===== src/rtl/sisc_pkg.sv =====
// Shared definitions for the SISC control path: opcodes, IR field positions,
// fetch FSM state encoding and the branch-condition helper.
package sisc_pkg;

  localparam logic [3:0] OP_NOOP = 4'd0;
  localparam logic [3:0] OP_LOD  = 4'd1;
  localparam logic [3:0] OP_STR  = 4'd2;
  localparam logic [3:0] OP_BRA  = 4'd4;
  localparam logic [3:0] OP_BRR  = 4'd5;
  localparam logic [3:0] OP_BNE  = 4'd6;
  localparam logic [3:0] OP_ALU  = 4'd8;
  localparam logic [3:0] OP_HLT  = 4'd15;

  localparam int IR_OP_MSB  = 31;
  localparam int IR_OP_LSB  = 28;
  localparam int IR_MM_MSB  = 27;
  localparam int IR_MM_LSB  = 24;
  localparam int IR_IMM_MSB = 15;
  localparam int IR_IMM_LSB = 0;

  typedef enum logic [0:0] {
    ST_IDLE = 1'b0,
    ST_REQ  = 1'b1
  } fetch_state_e;

  // A branch condition holds when any status flag selected by the mask is set.
  function automatic logic branch_cond(input logic [3:0] mask, input logic [3:0] flags);
    return |(mask & flags);
  endfunction

endpackage


===== src/rtl/sisc_br_unit.sv =====
// Combinational branch resolver: taken decision and target address from the
// current IR fields, status flags and (already advanced) PC.
module sisc_br_unit
  import sisc_pkg::*;
#(
  parameter int AW = 16
) (
  input  logic [3:0]    opcode,
  input  logic [3:0]    mm,
  input  logic [3:0]    stat,
  input  logic [AW-1:0] pc,
  input  logic [15:0]   imm,
  output logic          taken,
  output logic [AW-1:0] target
);

  logic          cond_s;
  logic [AW-1:0] imm_zext_s;
  logic [AW-1:0] imm_sext_s;

  // Decode the branch type and select the matching target.
  always_comb begin
    cond_s     = branch_cond(mm, stat);
    imm_zext_s = AW'(imm);
    imm_sext_s = AW'($signed(imm));
    taken      = 1'b0;
    target     = pc;
    case (opcode)
      OP_BRA: begin
        taken  = cond_s;
        target = imm_zext_s;
      end
      OP_BRR: begin
        taken  = cond_s;
        target = pc + imm_sext_s;
      end
      OP_BNE: begin
        taken  = !cond_s;
        target = imm_zext_s;
      end
      default: begin
        taken  = 1'b0;
        target = pc;
      end
    endcase
  end

endmodule


===== src/rtl/sisc_fetch.sv =====
// Instruction-supply side of the SISC control path: PC, IR and status
// register, req/ack instruction fetch and branch application.
module sisc_fetch
  import sisc_pkg::*;
#(
  parameter int            AW       = 16,
  parameter int            DW       = 32,
  parameter logic [AW-1:0] RESET_PC = '0
) (
  input  logic          clk,
  input  logic          rst_f,
  input  logic          ir_load,
  input  logic          pc_write,
  input  logic          stat_en,
  input  logic [3:0]    stat_in,
  output logic          imem_req,
  output logic [AW-1:0] imem_addr,
  input  logic          imem_ack,
  input  logic [DW-1:0] imem_rdata,
  output logic [DW-1:0] instr,
  output logic [3:0]    opcode,
  output logic [3:0]    mm,
  output logic [3:0]    stat,
  output logic [AW-1:0] pc,
  output logic          br_taken,
  output logic          busy,
  output logic          err
);

  fetch_state_e  state_r;
  logic [AW-1:0] pc_r;
  logic [DW-1:0] ir_r;
  logic [3:0]    stat_r;
  logic [AW-1:0] br_target_s;
  logic [AW-1:0] fetch_pc_s;

  assign instr  = ir_r;
  assign opcode = ir_r[IR_OP_MSB:IR_OP_LSB];
  assign mm     = ir_r[IR_MM_MSB:IR_MM_LSB];
  assign stat   = stat_r;
  assign pc     = pc_r;

  sisc_br_unit #(.AW(AW)) u_br (
    .opcode (ir_r[IR_OP_MSB:IR_OP_LSB]),
    .mm     (ir_r[IR_MM_MSB:IR_MM_LSB]),
    .stat   (stat_r),
    .pc     (pc_r),
    .imm    (ir_r[IR_IMM_MSB:IR_IMM_LSB]),
    .taken  (br_taken),
    .target (br_target_s)
  );

  // A same-cycle branch redirects the fetch, so the request uses the updated PC.
  always_comb begin
    if (pc_write && br_taken) begin
      fetch_pc_s = br_target_s;
    end else begin
      fetch_pc_s = pc_r;
    end
  end

  // Fetch FSM plus PC, IR, status and error registers.
  always_ff @(posedge clk or negedge rst_f) begin
    if (!rst_f) begin
      state_r   <= ST_IDLE;
      pc_r      <= RESET_PC;
      ir_r      <= '0;
      stat_r    <= 4'd0;
      imem_req  <= 1'b0;
      imem_addr <= '0;
      busy      <= 1'b0;
      err       <= 1'b0;
    end else begin
      if (stat_en) begin
        stat_r <= stat_in;
      end
      case (state_r)
        ST_IDLE: begin
          pc_r <= fetch_pc_s;
          if (ir_load) begin
            imem_addr <= fetch_pc_s;
            imem_req  <= 1'b1;
            busy      <= 1'b1;
            state_r   <= ST_REQ;
          end
        end
        ST_REQ: begin
          if (ir_load || pc_write) begin
            err <= 1'b1;
          end
          if (imem_ack) begin
            ir_r     <= imem_rdata;
            pc_r     <= pc_r + AW'(1);
            imem_req <= 1'b0;
            busy     <= 1'b0;
            state_r  <= ST_IDLE;
          end
        end
        default: begin
          imem_req <= 1'b0;
          busy     <= 1'b0;
          state_r  <= ST_IDLE;
        end
      endcase
    end
  end

endmodule


===== config.mk =====
export PLATFORM = sky130hd
export DESIGN_NAME = sisc_fetch
export DESIGN_NICKNAME = d
export VERILOG_FILES = /design/src/rtl/sisc_pkg.sv /design/src/rtl/sisc_br_unit.sv /design/src/rtl/sisc_fetch.sv
export SDC_FILE = /design/constraint.sdc
export NUM_CORES = 1
export LEC_CHECK = 0
export CORE_ASPECT_RATIO = 1.75
export CORE_MARGIN = 5
export CORE_UTILIZATION = 44
export DETAILED_ROUTE_END_ITERATION = 8
export PLACE_DENSITY_LB_ADDON = 0.25
export SYNTH_ARGS = -nofsm -noshare
export SYNTH_HDL_FRONTEND = slang
export SYNTH_SLANG_ARGS = --single-unit
export TNS_END_PERCENT = 10

===== constraint.sdc =====
create_clock -name clk -period 2.2 [get_ports clk]
set_clock_uncertainty 0.15 [all_clocks]
set_input_delay 0.22 -clock clk [delete_from_list [all_inputs] [get_ports clk]]
set_output_delay 0.22 -clock clk [all_outputs]
set_load 0.01 [all_outputs]

After elaboration in Yosys (flattened, before gate mapping)

Index checks and enable logic that the tools add are counted.

Register bits after elaboration: 71
Bits of input ports: 42
Output and inout bits: 80
Logic and storage cells: 37

Add/sub/neg operators: 2
Eq/ne operators: 5
Mux-type cells: 11
Bitwise logic cells: 2
Reductions and logical operators: 10

Operator list:

| operator                | number |
|---|---|
| $pmux W16 S2            | 2 |
| $mux W16                | 2 |
| $add A16 B1 Y16 const B | 1 |
| $add A16 B16 Y16        | 1 |
| $eq A4 B3 Y1 const B    | 3 |
| $reduce_and A2 Y1       | 4 |
| $pmux W1 S2             | 3 |
| $and A4 B4 Y4           | 1 |
| $mux W1                 | 4 |
| $ne A2 B2 Y1 const B    | 2 |
| $reduce_or A2 Y1        | 2 |
| $reduce_or A4 Y1        | 1 |
| $logic_and A1 B1 Y1     | 1 |
| $logic_not A1 Y1        | 1 |
| $logic_or A1 B1 Y1      | 1 |
| $not A1 Y1              | 1 |

Longest topological paths before layout

Gate-level depths: netlist of run 1.

Depth in word-level cells: 7
Mapped depth: 9
Gate-level depth less buffers: 9

By module

A second synthesis of run 1 with hierarchy kept.

Cell total of the unflattened synthesis: 412
Area, all modules: 4216.5 um^2

By module, submodules not included:

| module       | times used | cells an instance | area an instance (um^2) | sequential area each (um^2) |
|---|---|---|---|---|
| sisc_fetch   | 1          | 248               | 3118.0                  | 1776.7 |
| sisc_br_unit | 1          | 164               | 1098.6                  | 0.0 |

Worst setup path before layout of run 1

Ideal clock, no wire load.

Kind: register -> register
Start: register pc_r[7], in the netlist pc[7]
End: register pc_r[14], in the netlist pc[14]
Library setup time: 94 ps
Data arrival time: 2231 ps
Data required time: 1956 ps
Setup slack: -275 ps
Stages on the path, launching flop included: 8
Buffers on the path: 0
Period minus slack after synthesis: 2475 ps
Path through: dfrtp_1 ha_1 a21o_1 a221o_1 a221o_1 o211ai_1 nor3_2 a221oi_2

Word-level cells in the longest chain between the ends: 4
Elaborated cells on any way between the ends: 6
Classes of those cells: 2 x add/sub; 4 x mux

Ends and longest elaborated chain:

| what                     | line               | text |
|---|---|---|
| start: declaration       | sisc_fetch.sv:31   | `logic [AW-1:0] pc_r;` |
| start signal: assignment | sisc_fetch.sv:79   | `pc_r <= fetch_pc_s;` |
| start signal: assignment | sisc_fetch.sv:93   | `pc_r <= pc_r + AW'(1);` |
| $add A16 B16 Y16         | sisc_br_unit.sv:35 | `target = pc + imm_sext_s;` |
| $pmux W16 S2             | sisc_br_unit.sv:28 | `case (opcode)` |
| $mux W16                 | sisc_fetch.sv:55   | `if (pc_write && br_taken) begin` |
| $pmux W16 S2 *           | sisc_fetch.sv:77   | `case (state_r)` |

Mark *: on every way between the ends. The rest lies on a longest branch, timed or not. The select of a mux whose other input is x is not followed.
A chain may end at the register's enable or synchronous reset.

Worst setup path after layout of run 1

Start: register ir_r[0], in the netlist instr[0]
End: register pc_r[12], in the netlist pc[12]

Word-level cells in the longest chain between the ends: 4

Ends and longest elaborated chain:

| what                     | line               | text |
|---|---|---|
| start: declaration       | sisc_fetch.sv:32   | `logic [DW-1:0] ir_r;` |
| start signal: assignment | sisc_fetch.sv:92   | `ir_r <= imem_rdata;` |
| $add A16 B16 Y16         | sisc_br_unit.sv:35 |  |
| $pmux W16 S2             | sisc_br_unit.sv:28 |  |
| $mux W16                 | sisc_fetch.sv:55   |  |
| $pmux W16 S2             | sisc_fetch.sv:77   |  |

Every way passes these cells.

==> results of run 1 <==
==> worst max-delay path: cells and delay by family (launching register included) <==
kind                       cells  cell delay (ns)
AOI/OAI and AO/OA              5             0.98
adders and majority gates      2             0.56
buffers and inverters          1             0.04
DFF                            1             0.39
and+or+nand+nor                1             0.14
==> cell usage in the layout, fill, tap and decap left out, types with 3 or more instances in the layout <==
master	netlist	routed
clkdlybuf4s50_1	0	119
buf_4	9	91
nand2_1	65	65
dfrtp_1	71	63
mux2_2	37	37
o21ai_0	42	30
a21oi_1	15	12
o21ai_1	0	12
nor2_1	11	11
xor2_1	10	10
clkbuf_16	0	9
nand3_1	10	8
xnor2_1	8	8
ha_1	16	8
ha_4	0	8
dfrtp_2	0	8
o211ai_1	7	7
nand4_1	6	6
nor3_1	6	6
a21o_1	5	5
o31ai_1	6	5
inv_1	5	4
o21a_1	4	4
a21o_2	3	3
nor2b_1	4	3
a21boi_1	0	3
o211a_1	3	3
a22oi_1	5	3
and2_1	4	3
and4_1	3	3
a31oi_1	7	3
or3_4	0	3
a31oi_4	0	3
a21oi_2	0	3
clkinv_2	0	3
buf_12	0	3
==> routing by layer <==
metal | up-vias | global-route usage | routed length [µm]
met4 | 0 | 0.0805 | 270
li1 | 1956 | - | -
met3 | 21 | 0.0473 | 680
met1 | 1997 | 0.282 | 5480
met2 | 123 | 0.404 | 7060
met5 | - | 0 | 0
==> repair_timing <==
action                                  4_1_cts  5_1_grt
endpoints found under the setup margin       23       32
pin swaps                                    13       14
buffers inserted                              1        1
hold buffers                                  1        0
endpoints found under the hold margin        71        0
cloned                                        0        0
gates resized for setup                      30       30
==> report_power, final <==
group	internal [mW]	switching, mW	total (mW)	leakage (nW)
logic	2.91	2.44	5.36	1.82
clock network	0.788	0.534	1.32	0.132
registers	1.76	0.379	2.14	0.834
total	5.46	3.36	8.82	2.79
==> flip-flops by register name (all words and copies together) (netlist names) <==
| name | flops |
|---|---|
| state_r | 1 |
| busy | 1 |
| stat | 4 |
| err | 1 |
| pc | 16 |
| imem_addr | 16 |
| instr | 32 |
==> cell type report <==
class / count / area share
multi-input cells: 322 / 0.376
repair buffers: 217 / 0.293
flip-flops and latches: 71 / 0.266
clock buffers: 12 / 0.0367
well taps: 122 / 0.0227
clock inverters: 4 / 0.00335
inverters: 5 / 0.00280
==> per-stage QoR <==
stage / cells / setup TNS, ns
final: 753 / -1.54
after global routing: 753 / -3.28
after CTS: 752 / -1.11
after detailed placement: 734 / -3.19
after global placement: 734 / -2.71
after floorplan: 426 / -1.11
==> worst max path at each step <==
stage                                to  slack [ns]  depth (start not counted)
final                            pc[12]       -0.19                          9
after global routing             pc[12]       -0.27                          9
after CTS                        pc[12]       -0.17                          9
after detailed placement  imem_addr[10]       -0.23                          9
after global placement     imem_addr[9]       -0.22                          8
after floorplan                  pc[14]       -0.12                          7
==> kinds of logic after synthesis <==
group	count (synthesis)
simple gates	134
compound gates	114
flops	71
mux	39
buf+inv	33
xor+xnor	18
fa+ha+maj	17
==> results by stage, run 1 <==
Outcome:
- The flow ran to the end, but the final reports show violations.
- The checks that failed: setup timing.

Routing:
- The aggregate routed wire length is 13.5 mm.
- The mean routed wirelength per cell is 17.9 µm.
- In this run, the number of DRC markers left after iteration 0 of detailed routing was 190.
- The ratio of routed vias to standard cells is 5.44.
- For this run, design rule violations remaining after detail routing come to 0.
- The remaining number of nets flagged by the antenna check after routing is 0.
- The pre-antenna-repair detailed-routing pass consisted of 4 iterations.
- The detailed router placed 4,097 vias in this run.

Layout:
- The area taken by multi-input logic gates is 2520 µm².
- Compared with the post-synthesis result, the final layout area differs by 59.6%.
- The cell area after layout is 6710 µm².
- In the final layout, flip-flops and latches occupy 1790 µm².
- The number of antenna diodes in the final layout is 0.
- The final cell utilization of the core is 0.714.
- The final net count is 685.
- After filler insertion, the fill cell instance count of the layout stands at 747.
- The fraction of layout instances using a drive strength above 1 is 0.326.

Timing:
- For the pin with the worst max-slew slack, the measured transition is 0.455 ns.
- Setup repair after global routing could not meet its margin everywhere.
- The final critical-path required period is 2.39 ns.
- The number of max-slew violations in the final report is 0.
- Timing would allow up to 419 MHz.
- Across all hold checks on the routed design, the worst slack comes to 0.298 ns.
- Headroom to the max-slew limit came out at 0.692.
- Of the available clock period, the critical path in the final layout requires 1.08.
- The final worst-path setup slack is -0.187 ns.
- The total setup violations reported at the end of the flow is 14.
- The total count of hold-check failures in the final report is 0.

Global routing:
- The total overflow left after global routing is 0.
- The via count of the first global-routing pass was 4,237.
- Entering global routing, the biggest net connects 72 pins.
- The first global-routing pass estimated 21.7 mm of wire.
- The number of antenna violations at the first check in global routing is 0.
- In the global route stage, overall resource usage came out at 0.232.

Critical path:
- In this run the worst path has a maximum fanout of 3.
- For this run, the slowest stage of the critical path takes 0.41 ns.
- In this run the critical register-to-register path is launched from instr[0].
- The worst setup path is captured at a flip-flop.
- Counting cells, the worst reg-to-reg path comes to 9.
- The cell with the largest stage delay on the worst path is fa_2.
- The endpoint required time on the critical path is 2.26 ns.
- The reg-to-reg setup timing slack is -0.19 ns.
- The data arrival time of the critical path is 2.45 ns.
- The category of the critical setup timing path is flip-flop to flip-flop.
- The signal on the critical path passes through ha_4 > inv_2 > fa_2 > nor2b_4 > o211ai_1 > a211o_1 > a21o_1 > a31oi_2 > a21boi_1.
- The category of the worst setup path launch point is a flip-flop.
- The worst flop-to-flop path endpoint is pc[12].
- The critical path starts at instr[0].

Placement:
- In this run the cell area measured after placement is 6190 µm².
- Once detailed placement completed, the half-perimeter wirelength came to 10.3 mm.
- Routability-driven placement finished with a final weighted congestion of 0.896.
- Prior to clock tree synthesis, the placed netlist has a worst setup slack of -0.234 ns.
- Port buffering added 121 buffers.

Synth:
- Ranked by total cell area, the synthesized netlist is headed by dfrtp_1 (42%), mux2_2 (9.9%), nand2_1 (5.8%), o21ai_0 (5.0%), ha_1 (4.8%).
- The Yosys step of the flow raised 0 warnings.
- The area share of the leading cell type in the synthesized netlist is 0.422.
- The synthesized netlist contains 59 unique library cells.
- The post-synthesis cell type with the largest combined area is dfrtp_1.
- The mean instance size in the synthesized netlist is 9.88 µm².
- Measured against the total synthesized area, the mux share comes to 0.104.
- In the synthesized netlist the async set-or-reset flop fraction comes to 1.00.
- In the post-synthesis netlist, the cell with the most instances is dfrtp_1.
- The main combinational cell family by area after synthesis is compound AO/OA/AOI/OAI gates.
- For this run, the leading register cell type out of synthesis is dfrtp_1.
- The sequential area share after synthesis is 0.422.
- Counting every instance in the synthesized netlist gives 426.
- The synthesized-area fraction occupied by ao, oa, aoi and oai cells was 0.175.
- The XOR/XNOR share of the synthesized area is 0.0375.
- Yosys mapped a number of flops with a built-in enable equal to 0.
- In this run, synthesis produced a sequential element count of 71.
- The mapped netlist covers 4210 µm².
- The basic-gate share of the synthesized area counting and, or, nand and nor cells is 0.165.
- Of the total synthesized cell area, the portion taken by full adders, half adders and majority gates is 0.0523.
- The post-synth net total is 485.
- The commonest cells after synthesis are dfrtp_1 (71), nand2_1 (65), o21ai_0 (42).

Flow run:
- The number of maximum-capacitance constraint violations is 0.

Power and ir drop:
- Across the VDD grid, the largest voltage drop is 0.671 mV.
- The total power per unit cell area is 1310 nW/µm².
- The sum of internal, switching and leakage power is 8.82 mW.
- The static leakage power is 2.79 nW.

Floorplanning:
- The core region is 9410 µm².
- The floorplan row count is 47.
- Measured along the x axis, the die boundary spans 83.9 µm.
- In this run the count of I/O pins placed on the die edge is 122.
- The die is 139 µm tall.
- The initial core utilization is 0.447.
- The overall die area is 11,700 µm².

Worst hold path:
- The worst hold path belongs to the class input port to asynchronous set/reset pin.

Clocking:
- The clock net in this run drives a total of 71 sinks.
- In this run, CTS created clock tree buffers numbering 9.
- The clock transition at the register clock pins on the worst setup and hold paths after CTS is 0.06 ns.
- The H-tree generated during clock tree synthesis spans 3 levels.
- The cell chosen for the clock root is clkbuf_16.
- TritonCTS built the clock tree.
- The clock latency reported for the late side of the worst-skew pair is 0.33 ns.
- The clock passes through at most 2 buffers.
(Power assumes the default switching activity.)
==> inputs of run 2 (changes only) <==
- CAP_MARGIN: unset -> 10
==> results of run 2 <==
No change in the layout: final DEF, timing and power equal those of run 1.
